==> src/rtl/output_port_arbiter_pkg.sv <==
// Shared router constants: port count and indices, arbiter state encoding, credit defaults.
package output_port_arbiter_pkg;

  localparam int unsigned NUM_PORTS = 5;

  localparam int unsigned PORT_LOCAL = 0;
  localparam int unsigned PORT_NORTH = 1;
  localparam int unsigned PORT_EAST  = 2;
  localparam int unsigned PORT_SOUTH = 3;
  localparam int unsigned PORT_WEST  = 4;

  localparam int unsigned CREDIT_DEPTH = 4;
  localparam int unsigned CNT_W        = 3;

  localparam logic [0:0] ST_IDLE   = 1'b0;
  localparam logic [0:0] ST_LOCKED = 1'b1;

endpackage

==> src/rtl/output_port_arbiter_rr_pick.sv <==
// Combinational round-robin picker: first set request searching upward from rr_ptr_i+1,
// wrapping modulo NUM_PORTS. Output is one-hot, or zero when nothing is requested.
module output_port_arbiter_rr_pick #(
  parameter int unsigned NUM_PORTS = output_port_arbiter_pkg::NUM_PORTS,
  parameter int unsigned PTR_W     = 3
) (
  input  logic [NUM_PORTS-1:0] req_i,
  input  logic [PTR_W-1:0]     rr_ptr_i,
  output logic [NUM_PORTS-1:0] gnt_o
);

  logic             found;
  logic [PTR_W-1:0] idx;

  always_comb begin
    gnt_o = '0;
    found = 1'b0;
    idx   = '0;
    // The pointer itself is visited last, so the previous owner has lowest priority.
    for (int unsigned i = 1; i <= NUM_PORTS; i++) begin
      idx = PTR_W'((32'(rr_ptr_i) + i) % NUM_PORTS);
      if (!found && req_i[idx]) begin
        gnt_o[idx] = 1'b1;
        found      = 1'b1;
      end
    end
  end

endmodule

==> src/rtl/output_port_arbiter.sv <==
// Per-output-port switch allocator: round-robin grant held for a whole wormhole packet,
// with flit movement gated by a downstream credit counter.
module output_port_arbiter #(
  parameter int unsigned NUM_PORTS    = output_port_arbiter_pkg::NUM_PORTS,
  parameter int unsigned CREDIT_DEPTH = output_port_arbiter_pkg::CREDIT_DEPTH,
  parameter int unsigned CNT_W        = output_port_arbiter_pkg::CNT_W
) (
  input  logic                 clk,
  input  logic                 rst,
  input  logic [NUM_PORTS-1:0] req_i,
  input  logic [NUM_PORTS-1:0] req_tail_i,
  input  logic                 credit_in_i,
  output logic [NUM_PORTS-1:0] grant_o,
  output logic                 xfer_o,
  output logic [CNT_W-1:0]     credit_cnt_o,
  output logic                 credit_err_o
);

  import output_port_arbiter_pkg::*;

  localparam int unsigned      PTR_W      = (NUM_PORTS > 1) ? $clog2(NUM_PORTS) : 1;
  localparam logic [PTR_W-1:0] PTR_RST    = PTR_W'(NUM_PORTS - 1);
  localparam logic [CNT_W-1:0] CREDIT_MAX = CNT_W'(CREDIT_DEPTH);

  logic [0:0]           state_q, state_d;
  logic [NUM_PORTS-1:0] grant_q, grant_d;
  logic [PTR_W-1:0]     rr_ptr_q, rr_ptr_d;
  logic [CNT_W-1:0]     credit_cnt_q, credit_cnt_d;
  logic                 credit_err_q, credit_err_d;

  logic [NUM_PORTS-1:0] pick;
  logic [PTR_W-1:0]     owner_idx;
  logic                 owner_tail;

  output_port_arbiter_rr_pick #(
    .NUM_PORTS(NUM_PORTS),
    .PTR_W    (PTR_W)
  ) u_rr_pick (
    .req_i   (req_i),
    .rr_ptr_i(rr_ptr_q),
    .gnt_o   (pick)
  );

  // grant_q is zero in IDLE, so xfer is only ever raised while LOCKED.
  assign xfer_o = (state_q == ST_LOCKED) && (|(grant_q & req_i)) && (credit_cnt_q != '0);
  assign owner_tail = |(grant_q & req_tail_i);

  always_comb begin
    owner_idx = '0;
    for (int unsigned i = 0; i < NUM_PORTS; i++) begin
      if (grant_q[i]) owner_idx = PTR_W'(i);
    end
  end

  always_comb begin
    state_d  = state_q;
    grant_d  = grant_q;
    rr_ptr_d = rr_ptr_q;
    case (state_q)
      ST_IDLE: begin
        if (|req_i) begin
          grant_d = pick;
          state_d = ST_LOCKED;
        end
      end
      ST_LOCKED: begin
        if (xfer_o && owner_tail) begin
          rr_ptr_d = owner_idx;
          grant_d  = '0;
          state_d  = ST_IDLE;
        end
      end
      default: begin
        grant_d = '0;
        state_d = ST_IDLE;
      end
    endcase
  end

  always_comb begin
    credit_cnt_d = credit_cnt_q;
    credit_err_d = credit_err_q;
    case ({xfer_o, credit_in_i})
      2'b10: credit_cnt_d = credit_cnt_q - CNT_W'(1);
      2'b01: begin
        // A credit returned into a full counter means downstream lost track: saturate and flag.
        if (credit_cnt_q == CREDIT_MAX) credit_err_d = 1'b1;
        else                            credit_cnt_d = credit_cnt_q + CNT_W'(1);
      end
      default: ;
    endcase
  end

  always_ff @(posedge clk or posedge rst) begin
    if (rst) begin
      state_q      <= ST_IDLE;
      grant_q      <= '0;
      rr_ptr_q     <= PTR_RST;
      credit_cnt_q <= CREDIT_MAX;
      credit_err_q <= 1'b0;
    end else begin
      state_q      <= state_d;
      grant_q      <= grant_d;
      rr_ptr_q     <= rr_ptr_d;
      credit_cnt_q <= credit_cnt_d;
      credit_err_q <= credit_err_d;
    end
  end

  assign grant_o      = grant_q;
  assign credit_cnt_o = credit_cnt_q;
  assign credit_err_o = credit_err_q;

  grant_onehot_a: assert property (@(posedge clk) disable iff (rst) $onehot0(grant_q));

endmodule

==> config.mk <==
export PLATFORM = sky130hd
export DESIGN_NAME = output_port_arbiter
export DESIGN_NICKNAME = d
export VERILOG_FILES = /design/src/rtl/output_port_arbiter_pkg.sv /design/src/rtl/output_port_arbiter_rr_pick.sv /design/src/rtl/output_port_arbiter.sv
export SDC_FILE = /design/constraint.sdc
export NUM_CORES = 1
export LEC_CHECK = 0
export ABC_CLOCK_PERIOD_IN_PS = 5330
export CORE_ASPECT_RATIO = 0.6
export CORE_MARGIN = 3
export CORE_UTILIZATION = 45
export DETAILED_ROUTE_END_ITERATION = 8
export MAX_ROUTING_LAYER = met4
export PLACE_DENSITY = 0.72
export SLEW_MARGIN = 20
export SYNTH_ARGS = -nofsm -noshare
export SYNTH_HDL_FRONTEND = slang
export SYNTH_SLANG_ARGS = --single-unit
==> constraint.sdc <==
create_clock -name clk -period 5.33 [get_ports clk]
set_clock_uncertainty 0.1 [all_clocks]
set_input_delay 0.7995 -clock clk [delete_from_list [all_inputs] [get_ports clk]]
set_output_delay 0.7995 -clock clk [all_outputs]
set_load 0.03 [all_outputs]
# --- Yosys cells after proc, flatten, opt, wreduce, memory -nomap -nowiden ---
# Index checks and enable logic that the tools add are counted.
op_classes:
  n_addsub: 7
  mul: 0
  div_mod_pow: 5
  magnitude_cmp: 10
  n_eq_ne: 6
  shift: 0
  mux: 41
  bitwise: 7
  n_reduce_logical: 25
ops:
  columns: ["operator", "n"]
  rows:
  - ["$mod A32 B3 Y32 const B", 5]
  - ["$mux W5", 7]
  - ["$lt A3 B4 Y1 const B", 5]
  - ["$or A5 B5 Y5", 4]
  - ["$mux W1", 17]
  - ["$bmux W1 S3", 5]
  - ["$demux W1 S3", 5]
  - ["$ge A3 B1 Y1 const B", 5]
  - ["$reduce_or A5 Y1", 3]
  - ["$logic_and A1 B1 Y1", 12]
  - ["$and A5 B5 Y5", 2]
  - ["$pmux W5 S2", 1]
  - ["$mux W3", 3]
  - ["$add A3 B2 Y4 const B", 2]
  - ["$add A3 B3 Y4 const B", 2]
  - ["$reduce_and A2 Y1", 4]
  - ["$pmux W3 S2", 1]
  - ["$add A3 B1 Y4 const B", 1]
  - ["$logic_not A1 Y1", 4]
  - ["$ne A2 B2 Y1 const B", 2]
  - ["$add A3 B1 Y3 const B", 1]
  - ["$eq A3 B3 Y1 const B", 1]
  - ["$reduce_bool A3 Y1", 1]
  - ["$sub A3 B1 Y3 const B", 1]
  - ["other kinds (7)", 7]
totals:
  regBits: 13
  latch_bits: 0
  mem_bits_rw: 0
  romBits: 0
  input_bits: 13
  elab_cells: 106
  memories: 0

# --- Logic depth before layout (Yosys ltp) ---
# Gate-level depths: netlist of the first run.
logic_depth:
  ltp_word: 19
  mapped_depth: 20

# --- Cells and area by module ---
# Synthesis of the first run repeated with hierarchy kept, for this count alone.
unflattened:
  hier_cells: 398
  area_unflattened_um2: 2982.9
modules_own_cells:
  columns: ["module", "n_inst", "cells_each", "area_each_um2", "seq_area_each_um2"]
  rows:
  - ["output_port_arbiter_rr_pick", 1, 323, 2245.9, 0.0]
  - ["output_port_arbiter", 1, 75, 737.0, 327.8]

# --- Worst setup path before layout of the first run ---
# Ideal clock, no wire load.
synth_path:
  path_type: "register to register"
  from: "register rr_ptr_q[0]"
  to: "register grant_q[2] (netlist: grant_o[2])"
  arrival_time_ns: 4.547
  slack_ns: 0.597
  path_stages_with_launch: 20
  n_path_buf: 4
  period_less_slack_ns: 4.733
  path_cell_list: "dfrtp_1 -> buf_2 -> inv_1 -> clkbuf_1 -> clkbuf_1 -> ha_1 -> inv_2 -> ha_1 -> inv_1 -> ha_1 -> nand2b_1 -> a21o_1 -> a22oi_1 -> mux2i_1 -> o32ai_2 -> or4_1 -> buf_2 -> nor4b_4 -> nand3_1 -> a32oi_1"
synth_between:
  elab_chain_cells: 19
  word_cells_on_any_way: 68
  classes_between: "5 x add/sub; 5 x div; 10 x order compare; 31 x mux; 4 x bitwise; 13 x reduce/logical"
synth_rtl:
  columns: ["element", "line", "text"]
  rows:
  - ["start: declaration", "output_port_arbiter.sv:27", "logic [PTR_W-1:0] rr_ptr_q, rr_ptr_d;"]
  - ["start signal: assignment", "output_port_arbiter.sv:104", "rr_ptr_q <= rr_ptr_d;"]
  - ["branches (longest 16 deep; another with $mod A32 B3 Y32)", null, null]
  - ["$mux W5 (*)", "output_port_arbiter_rr_pick.sv:22", "if (!found && req_i[idx]) begin"]
  - ["$mux W5 (*)", "output_port_arbiter.sv:61", "if (|req_i) begin"]
  - ["$pmux W5 S2 (*)", "output_port_arbiter.sv:59", "case (state_q)"]
  - ["end signal: assignment", "output_port_arbiter.sv:103", "grant_q <= grant_d;"]
  - ["end: declaration", "output_port_arbiter.sv:26", "logic [NUM_PORTS-1:0] grant_q, grant_d;"]
# Every way passes the cells marked *. The select of a mux whose other input is x is not followed.
# A chain may end at the register's enable or synchronous reset.

# --- Final worst setup path of the first run ---
layout_path:
  from: "register rr_ptr_q[1]"
  to: "register grant_q[1] (netlist: grant_o[1])"
# Same word-level chain as after synthesis.

==> impl_metrics.toml, run 1 <==
[worst_setup_path]
crit_family = "simple AND/OR/NAND/NOR gates"
critPathMostFrequentCell = "ha_1"
path_buf_inv = 4
endpoint_kind = "flip-flop"
critical_path_arrival_ps = 5100
slowest_stage = "or4_1"
max_stage_delay_ps = 700
path_cells = "inv_1 > ha_1 > inv_2 > ha_1 > inv_1 > ha_1 > nand2b_1 > a21o_1 > a22oi_1 > mux2i_1 > o32ai_2 > buf_4 > or4_1 > nor3b_1 > nand4b_1 > a32oi_1"
cp_max_fo = 14
critPathLaunchType = "flip-flop"
worst_ep_required_time_ps = 5390
path_class = "flip-flop to flip-flop"

[logic_synthesis]
yosysUniqueCellTypes = 78
syn_area_per_cell_um2 = 7.49
syn_inst = 369
synthArstFlopShare_pct = 100
synth_edf_count = 0
synth_top_family_by_area = "compound AO/OA/AOI/OAI gates"
yosysWarnings = 0
ys_seq_area_share_pct = 11.9
yosys.area_share.xor_xnor_pct = 3.40
synth_compound_area_share_pct = 34.6
yosys.area_share.adder_pct = 10.7
synth_seq_cells = 13
synthesis.area_mm2 = 0.00276
synth_flop_cell = "dfrtp_1"
syn_nets = 405
muxShareOfSynthArea_pct = 5.53
synth-simple-area-share_pct = 26.7

[timing]
clock.fmax_mhz = 198
setup_viol = 0
tightest_slew_ps = 830
period_share_pct = 94.6
rsz0062_at_grt = "no"
setup_ws_ps = 287
fin_crit_ps = 5040
hold_violations = 0
finalMaxSlewViolations = 0
tns_ps = 0
slew_headroom_pct = 44.5

[layout]
mostFrequentLayoutCells = "nand2_1 (28), nor2_1 (27), inv_1 (25), ha_1 (22), clkdlybuf4s50_1 (22)"
final_common_cell = "nand2_1"
stdcell_count = 460
drive_above_1_share_pct = 8.68
antennaDiodeCount = 0
final_nets = 417
areaGrowthSynthToFinish_pct = 12.0

[die]
dieArea_mm2 = 0.00715
die_h_um = 66.7
start_util_pct = 48.0
dieWidth_um = 107
fp-row-count = 21
core_area_mm2 = 0.00575
pin_count = 23

[global_route]
grt_util_met1_pct = 37.1
grt_pass1_wl_um = 14100
grt_antenna_before_repair = 0
met3_usage_pct = 6.87
grt_max_degree = 48
top_usage_layer = "met1"
grt_overflow = 0
grtUsageTotal_pct = 25.4
grt_pass1_vias = 2721
met2_usage_pct = 35.9

[clocking]
h-tree-depth = 1
cts_tree = "built"
cts_max_path_buffers = 2
root_buffer = "clkbuf_8"
cts-buffers-inserted = 3
cts_sinks = 13
clk_latency_ps = 250
cts.clk_slew.worst_paths_ps = 60

[worst_hold_path]
hp-class = "flip-flop to flip-flop"

[detailed_routing]
vias = 3004
vias_per_cell = 6.53
routed_wl_um = 8750
dr.pass1.iters = 5
antenna_left = 0
drt_iter0_drc = 387
drt_drc_violations_left = 0
wl_per_cell_um = 19.0

[flow_run]
maxCapViolCount = 0

[place]
portBuffers = 22
dp.cells = 456
post-place-ws_ps = 435
dp_hpwl_um = 6830
place_congestion = 1.05

[status]
status = "complete, no violations"
-- cell families (layout without fill, tap and decap cells) --
kind of cell | count (synthesis) | after routing
simple gates | 133 | 133
compound gates | 126 | 126
buf+inv | 50 | 61
fa+ha+maj | 23 | 23
mux | 15 | 15
flops | 13 | 13
xor+xnor | 9 | 9
-- synthesized netlist by cell type (6+ instances only) --
cell type | number | area share (%)
nand2_1 | 28 | 3.8
nor2_1 | 27 | 3.7
inv_1 | 25 | 3.4
ha_1 | 22 | 10
a21oi_1 | 18 | 3.3
clkbuf_1 | 14 | 1.9
o21ai_0 | 14 | 2.5
mux2i_1 | 13 | 4.7
nand3_1 | 13 | 2.4
dfrtp_1 | 11 | 10
nand2b_1 | 10 | 2.3
nor3_1 | 9 | 1.6
o211ai_1 | 9 | 2.4
o31ai_1 | 9 | 2.4
buf_2 | 7 | 1.3
xnor2_1 | 7 | 2.2
a22oi_1 | 6 | 1.6
-- registers in the layout (all words and copies together), names as in the netlist --
| signal | flops |
|---|---|
| credit_cnt_o | 3 |
| grant_o | 5 |
| rr_ptr_q | 3 |
| credit_err_o | 1 |
| state_q | 1 |
-- what timing repair did --
| item | 4_1_cts | 5_1_grt |
|---|---|---|
| hold buffers | 0 | 0 |
| setup endpoints to repair | 0 | 2 |
| gates resized for setup | 0 | 1 |
| buffers inserted | 0 | 0 |
-- layout make-up --
cell class	count	area [um2]
timing repair buffer	30	280
inverter	27	101
sequential	13	328
tap	80	100
clock buffer	4	45.0
multi-input combinational	306	2240
fill	534	2660
-- per-stage QoR --
stage | cell area [um2] | hold slack [ps] | util, %
final | 3090 | 388 | 53.8
after global routing | 3090 | 398 | 53.8
after CTS | 3090 | 393 | 53.7
after detailed placement | 3040 | 381 | 52.9
after global placement | 3040 | 351 | 52.9
after floorplan | 2760 | 357 | -
-- worst reg2reg max path: cells and delay by family (launching register included) --
| family | cells | cell delay (ps) |
|---|---|---|
| AOI/OAI and AO/OA | 4 | 900 |
| adders and majority gates | 3 | 840 |
| DFF | 1 | 640 |
| and+or+nand+nor | 4 | 1550 |
| muxes | 1 | 270 |
| buffers and inverters | 4 | 670 |
-- path summary, 6_finish.rpt --
check,to,slack (ps),cells after the start,from
setup / recovery,grant_o[1],290,16,rr_ptr_q[1]
hold / removal,credit_err_o,390,1,credit_err_o
setup reg to reg,grant_o[1],290,16,rr_ptr_q[1]
hold reg to reg,credit_err_o,390,1,credit_err_o
max in group asynchronous,rr_ptr_q[2],3960,2,rst
min in group asynchronous,state_q,800,2,rst
-- routing by layer --
layer,vias to the layer above,part of all wire [%]
met5,-,0
met4,0,0.88
met3,11,11
met2,150,40
met1,1414,47
li1,1429,-
Power of run 1 is left out: the tool's default activity adds up to more than one toggle a clock period on the data nets, which glitch-free logic cannot reach.
==> run 2: changes to the inputs <==
--- a/config.mk
+++ b/config.mk
@@ -12,7 +12,7 @@
 export DETAILED_ROUTE_END_ITERATION = 8
 export MAX_ROUTING_LAYER = met4
 export PLACE_DENSITY = 0.72
-export SLEW_MARGIN = 20
+export SLEW_MARGIN = 25
 export SYNTH_ARGS = -nofsm -noshare
 export SYNTH_HDL_FRONTEND = slang
 export SYNTH_SLANG_ARGS = --single-unit
==> results of run 2 <==
Same layout as run 1: the final DEF is identical, and so are final timing and power.
Power of run 2 is left out for the same reason.
==> run 3: changes to the inputs <==
--- a/config.mk
+++ b/config.mk
@@ -5,13 +5,14 @@
 export SDC_FILE = /design/constraint.sdc
 export NUM_CORES = 1
 export LEC_CHECK = 0
+export ABC_AREA = 1
 export ABC_CLOCK_PERIOD_IN_PS = 5330
 export CORE_ASPECT_RATIO = 0.6
 export CORE_MARGIN = 3
-export CORE_UTILIZATION = 45
+export CORE_UTILIZATION = 25
 export DETAILED_ROUTE_END_ITERATION = 8
 export MAX_ROUTING_LAYER = met4
-export PLACE_DENSITY = 0.72
+export PLACE_DENSITY = 0.49
 export SLEW_MARGIN = 25
 export SYNTH_ARGS = -nofsm -noshare
 export SYNTH_HDL_FRONTEND = slang
==> run 3 against run 2 <==
Highest routed layer is now met3. Routed wire length is 15% lower. Sequential cell count stayed put. Non-clock buffer count is 7 lower. Core utilization is 22 points lower. First-iteration DRC count is 57% lower. Critical path depth is 8 higher. Final area is 8.1% lower. Final cell count is 19% higher.
==> impl_metrics.toml, run 3 <==
[status]
status = "complete, no violations"

[logic_synthesis]
yosysUniqueCellTypes = 40
synth_edf_count = 0
synthesis.area_mm2 = 0.00240
synth_common_cells = "nand2_1 (109), nand3_1 (57), inv_1 (51)"
synth-simple-area-share_pct = 49.1
yosysTopAreaCell = "nand2_1"
synth_flop_cell = "dfrtp_1"
ys_seq_area_share_pct = 13.7
syn_nets = 433
synth_area_leaders = "nand2_1 (17%), nand3_1 (12%), dfrtp_1 (11%)"
synth_compound_area_share_pct = 10.3
syn_inst = 397
yosys.area_share.xor_xnor_pct = 3.81
synth_most_common_cell = "nand2_1"
yosys.area_share.adder_pct = 12.3
yosysWarnings = 0
synth_top_family_by_area = "simple AND/OR/NAND/NOR gates"
synthArstFlopShare_pct = 100
synth_seq_cells = 13
syn_area_per_cell_um2 = 6.04
synth_top_area_share_pct = 17.1
muxShareOfSynthArea_pct = 0.469

[clocking]
h-tree-depth = 1
cts_max_path_buffers = 2
cts_tree = "built"
cts.clk_slew.worst_paths_ps = 50
ctsResizeCount = 0
root_buffer = "clkbuf_16"
post_cts_buffers = 0
ctsHoldBuffers = 0
cts-buffers-inserted = 3
cts_sinks = 13
clk_latency_ps = 250

[layout]
areaGrowthSynthToFinish_pct = 18.5
final_common_cell = "nand2_1"
drive_above_1_share_pct = 11.7
mostFrequentLayoutCells = "nand2_1 (109), nand3_1 (57), inv_1 (51), nor2_1 (33)"
stdcell_count = 546
fillers = 993
largest_reg_flops = 5
antennaDiodeCount = 0
regArea_um2 = 328
multi_input_area_mm2 = 0.00182
final_nets = 457

[worst_setup_path]
path_cells = "buf_4 > inv_4 > ha_1 > ha_1 > inv_1 > nand2_1 > o21ai_1 > xor2_1 > ha_1 > inv_1 > or2_2 > nand2_1 > nand2_1 > nand2_1 > nand2_1 > nand2_1 > nor3_1 > nor2_1 > nand2_1 > nor2_1 > nand3_1 > nand3_1 > nand2_1 > nand2_1"
critPathMostFrequentCell = "nand2_1"
critical_path_arrival_ps = 4240
worst_ep_required_time_ps = 5420
max_stage_delay_ps = 490
slowest_stage = "ha_1"
endpoint_kind = "flip-flop"
critPathLaunchType = "flip-flop"
crit_family = "simple AND/OR/NAND/NOR gates"
path_buf_inv = 4
cp_max_fo = 13
path_class = "flip-flop to flip-flop"

[die]
dieArea_mm2 = 0.0108
core_area_mm2 = 0.00891
dieWidth_um = 132
pin_count = 23
start_util_pct = 26.9
fp-row-count = 26
die_h_um = 81.9

[flow_run]
maxCapViolCount = 0

[global_route]
top_usage_layer = "met1"
grt_antenna_before_repair = 0
grt_overflow = 0
grtUsageTotal_pct = 14.6
grt_pass1_wl_um = 12300
met2_usage_pct = 18.3
grt_pass1_vias = 2393
grt_max_degree = 14
met3_usage_pct = 2.39
grt_util_met1_pct = 23.8

[timing]
hold_violations = 0
setup_ws_ps = 1180
tns_ps = 0
slew_headroom_pct = 59.7
fin_crit_ps = 4150
clock.fmax_mhz = 241
tightest_slew_ps = 598
finalMaxSlewViolations = 0
rsz0062_at_grt = "no"
period_share_pct = 77.9
setup_viol = 0

[detailed_routing]
vias_per_cell = 4.66
antenna_left = 0
drt_iter0_drc = 167
wl_per_cell_um = 13.7
vias = 2545
routed_wl_um = 7470
drt_drc_violations_left = 0
dr.pass1.iters = 4

[worst_hold_path]
hp-class = "flip-flop to flip-flop"

[place]
post-place-ws_ps = 1210
dp_hpwl_um = 6290
place_congestion = 0.942
portBuffers = 22
dp.cells = 542

[pwr]
pwr_density_cell_mw_per_mm2 = 150
p_total_mw = 0.427
p_leak_nw = 1.42
ir_worst_vdd_mv = 0.139
[run 3: cell count changes after synthesis, moves of 9 or more]
| cell | change |
|---|---|
| clkbuf_1 | -13 |
| nand2b_1 | -10 |
| o31ai_1 | -9 |
| a21oi_1 | -14 |
| nand2_2 | +12 |
| nand3_1 | +44 |
| inv_1 | +26 |
| nand2_1 | +81 |
| mux2i_1 | -13 |
[run 3: layout make-up]
cell class	count	share of cell area, %
Multi-Input combinational cell	320	64.1
Sequential cell	13	11.5
Timing Repair Buffer	23	8.01
Inverter	60	8.01
Tap cell	126	5.55
Clock buffer	4	2.77
[run 3: kinds of logic (layout without fill, tap and decap cells)]
| group | Yosys count | after routing |
|---|---|---|
| xor+xnor | 8 | 8 |
| simple gates | 246 | 246 |
| flops | 13 | 13 |
| compound gates | 42 | 42 |
| fa+ha+maj | 23 | 23 |
| buf+inv | 64 | 87 |
| mux | 1 | 1 |
[run 3: per-layer routing]
layer / share of wire [%] / vias to the layer above
li1: - / 1332
met2: 34 / 56
met4: 0 / 0
met1: 59 / 1157
met3: 7.1 / 0
met5: 0 / -
[run 3: report_power, final]
group          total [mW]  switching [mW]  internal (mW)
Sequential          0.135          0.0173          0.118
Combinational       0.143          0.0811         0.0617
Clock               0.149          0.0475          0.101
Total               0.427           0.146          0.281
[run 3: worst paths after layout]
| path | endpoint | startpoint | slack (ps) | cells after the start |
|---|---|---|---|---|
| max reg2reg | grant_o[3] | rr_ptr_q[0] | 1180 | 24 |
| min in group asynchronous | state_q | rst | 820 | 2 |
| max | grant_o[3] | rr_ptr_q[0] | 1180 | 24 |
| max in group asynchronous | credit_err_o | rst | 3910 | 2 |
| min reg2reg | credit_err_o | credit_err_o | 370 | 1 |
| min | credit_err_o | credit_err_o | 370 | 1 |
[run 3: metrics by stage]
step	hold WS (ps)	util, %	cell area (um2)
2_1_floorplan	413	-	2400
3_3_place_gp	352	31.0	2760
3_5_place_dp	359	31.0	2760
4_1_cts	369	31.9	2840
5_1_grt	395	31.9	2840
6_report	369	31.9	2840
No activity file was read; power rests on OpenSTA's default activity.
==> edit 1, RTL diff (flow settings as in run 2) <==
The package constant `CNT_W` goes from 3 to 6.
--- a/src/rtl/output_port_arbiter_pkg.sv
+++ b/src/rtl/output_port_arbiter_pkg.sv
@@ -10,7 +10,7 @@
   localparam int unsigned PORT_WEST  = 4;
 
   localparam int unsigned CREDIT_DEPTH = 4;
-  localparam int unsigned CNT_W        = 3;
+  localparam int unsigned CNT_W        = 6;
 
   localparam logic [0:0] ST_IDLE   = 1'b0;
   localparam logic [0:0] ST_LOCKED = 1'b1;
Interface: changed (resized credit_cnt_o); port bits go from 23 to 26. No check against the original RTL was run, so the function may have changed too.
==> edit 1 against run 2 <==
Sequential cell count increased by 3; design area increased by 2.3%; largest cell class unchanged; worst setup slack got worse by 0.0069 ns; via count decreased by 6.6%; synthesized area decreased by 0.68%; global-route usage decreased by 2.7 points; critical endpoint is now grant_o[4]; wire length decreased by 9.8%.
Power is left out: the tool's default activity adds up to more than one toggle a clock period on the data nets, which glitch-free logic cannot reach.
==> edit 1: results <==
[run_status]
outcome = finished clean

[global_routing]
grtUsageMet2_pct = 29.39
first_pass_grt_wire_length_um = 12520
grt_util_met3_pct = 8.712
grt_util_met1_pct = 34.28
global_route.usage.total_pct = 22.74

[critical_path]
worstPathMaxFanout = 8
family_with_the_most_delay_on_the_worst_path = simple AND/OR/NAND/NOR gates
worst_path_max_delay_cell = or4_4
cp.arrival_ns = 5.13
worst_path_largest_cell_delay_ns = 0.61
crit_end = grant_o[4]

[route]
routedLengthMet1_um = 3980
route.detailed.wl_per_inst_um = 17.65
met3_length_um = 949
detail_route.vias_per_cell = 6.275
met2RoutedLength_um = 2952
detail_route.iter0.violations = 225

[synth]
synthesis.nets = 392
fraction_of_the_mapped_netlist_area_in_compound_gates_pct = 28.82
synth.area.mux_share_pct = 6.794
synth-xor-area-share_pct = 4.834
synth.cells.most_frequent = ha_1, inv_1, a21oi_1
synth-adder-area-share_pct = 15.96
ys_dominant_reg_cell = dfrtp_1
synth-seq-area-share_pct = 14.68
netlist_top_cells_area = ha_1, dfrtp_1, a21oi_1
netlist_cell_types = 75

[placed_design]
place_hpwl_um = 6329
placement.io_buffers = 25
finalWeightedCongestion = 0.9851
placed_cells = 444

[cells_and_area]
max_reg_flops = 6
count_of_nets_after_finishing = 415
final_cells = 447
drive_above_1_share_pct = 13.08

[timing]
worst-slew-pin-transition_ns = 0.7777
timing.fmax_ghz = 0.1980
[edit 1: kinds of logic after synthesis]
| kind of cell | after synthesis |
|---|---|
| AOI/OAI and AO/OA | 109 |
| xor gates and xnor gates | 13 |
| adders and majority gates | 34 |
| buffers and inverters | 46 |
| DFF | 16 |
| muxes | 16 |
| and+or+nand+nor | 112 |
[edit 1: area by class of cell]
class	count	area, µm²
repair buffers	36	332.8
clock buffers	3	41.29
fillers	567	2564
flip-flops and latches	16	404.1
inverters	28	105.1
multi-input cells	284	2181
well taps	80	100.1
[edit 1: worst min path at each step]
stage	startpoint	end	slack, ns	cells after the start
finish	credit_cnt_o[5]	credit_cnt_o[5]	0.42	1
global route	credit_err_o	credit_err_o	0.43	1
CTS	credit_cnt_o[5]	credit_cnt_o[5]	0.42	1
detailed placement	credit_err_o	credit_err_o	0.41	1
global placement	credit_err_o	credit_err_o	0.38	1
floorplan	state_q	state_q	0.38	2
==> edit 2, RTL diff (settings of run 2) <==
Made on the original files. Put one more register stage on the output `credit_cnt_o`, cleared by the reset. The value now appears one clock later. The other outputs are not delayed to match.
--- a/src/rtl/output_port_arbiter.sv
+++ b/src/rtl/output_port_arbiter.sv
@@ -108,7 +108,13 @@
   end
 
   assign grant_o      = grant_q;
-  assign credit_cnt_o = credit_cnt_q;
+  always_ff @(posedge clk or posedge rst) begin
+    if (rst) begin
+      credit_cnt_o <= '0;
+    end else begin
+      credit_cnt_o <= credit_cnt_q;
+    end
+  end
   assign credit_err_o = credit_err_q;
 
   grant_onehot_a: assert property (@(posedge clk) disable iff (rst) $onehot0(grant_q));
Check against the original RTL: not equivalent (Yosys sat finds a counterexample within 4 cycles, from zero or initial values and one cycle with rst high).
==> edit 2 against run 2 <==
Via count fell by 10%; synthesized area fell by 4.5%; worst setup slack improved by 0.39 ns; design area fell by 4.6%; sequential cell count rose by 3; wire length fell by 15%.
Power is left out: the tool's default activity adds up to more than one toggle a clock period on the data nets, which glitch-free logic cannot reach.
==> edit 2: results <==
[global_routing]
grt_start_max_net_pins = 45
antenna_found_initial = 0
first_pass_grt_wire_length_um = 11980
global_route.usage.total_pct = 22.13
grt_util_met1_pct = 34.94
grtUsageMet2_pct = 28.27
number_of_global_route_vias_before_repair = 2278
grt_util_met3_pct = 5.888

[clock_network]
post_cts.resized_instances = 0
cts.clk_slew.worst_paths_ns = 0.07
cts.root.buffer_cell = clkbuf_8
cts_htree_levels = 1

[run_status]
outcome = finished clean

[synth]
synth.cells.most_frequent = nand2_1, nor2_1, ha_1, inv_1, a21oi_1
synth-seq-area-share_pct = 15.27
syn-mean-instance-area_um2 = 7.761
netlist_top_cells_area = dfrtp_1, ha_1, mux2i_1
synth_async_sr_flop_share_pct = 100.0
synthesis.nets = 376
netlist_cell_types = 69

[placed_design]
placed_cells = 424
dpl_worst_slack_ns = 0.7976
placed_area_um2 = 2897
place_hpwl_um = 5789
finalWeightedCongestion = 0.9227

[cells_and_area]
post_route_utilization_pct = 55.12
drive_above_1_share_pct = 9.402
count_of_nets_after_finishing = 388
n_fill_cell = 514

[route]
detailed_route_wl_um = 7456
routedLengthMet1_um = 3742
met3_length_um = 776
dr_vias = 2697
route.detailed.wl_per_inst_um = 17.42
met2RoutedLength_um = 2903
detail_route.iter0.violations = 394

[timing]
hold_ws_ns = 0.3974
crit_path_setup_slack_layout_ns = 0.6758
worst-slew-pin-transition_ns = 0.7062

[critical_path]
worst_path_largest_cell_delay_ns = 0.66
worstPathMaxFanout = 15
worst_path_max_delay_cell = dfrtp_1
cp.arrival_ns = 4.71
[edit 2: cell count changes in the layout (fill, tap and decap cells not counted), moves of 4 or more]
cell,before,now
nand4_1,1,5
o31ai_1,9,3
nor2b_1,5,9
xnor2_1,7,1
nand3_1,13,9
o21ai_1,1,6
buf_4,8,4
nor3b_1,5,0
nor3_1,9,14
a222oi_1,2,6
o2111a_1,4,0
o31a_1,2,6
nor4_1,4,0
[edit 2: cell families (layout without fill, tap and decap cells)]
| family | count (synthesis) | after routing | synth area share (%) |
|---|---|---|---|
| xor gates and xnor gates | 5 | 5 | 3.225 |
| AOI/OAI and AO/OA | 111 | 111 | 30.16 |
| adders and majority gates | 23 | 23 | 11.19 |
| muxes | 18 | 18 | 7.776 |
| and+or+nand+nor | 122 | 122 | 25.32 |
| DFF | 16 | 16 | 15.27 |
| buffers and inverters | 45 | 56 | 7.065 |
[edit 2: path summary, 6_finish.rpt]
| kind | from | end | cells after the start |
|---|---|---|---|
| worst max-delay path | rr_ptr_q[1] | grant_o[0] | 15 |
| worst min-delay path | credit_cnt_q[2] | credit_cnt_o[2] | 0 |
| worst max register to register | rr_ptr_q[1] | grant_o[0] | 15 |
| worst min register to register | credit_cnt_q[2] | credit_cnt_o[2] | 0 |
| max in group asynchronous | rst | rr_ptr_q[1] | 2 |
| min in group asynchronous | rst | credit_cnt_o[2] | 2 |
[edit 2: area by class of cell]
class	instances	area share [%]
Inverter	26	3.306
Timing Repair Buffer	26	8.478
Multi-Input combinational cell	279	69.44
Tap cell	77	3.264
Clock buffer	4	1.865
Sequential cell	16	13.65
[edit 2: critical path, delay by kind of cell (launching register included)]
kind            cells  cell delay (ns)
fa+ha+maj           3             0.85
compound gates      5             1.16
buf+inv             3             0.56
flops               1             0.66
simple gates        3             0.93
mux                 1             0.27
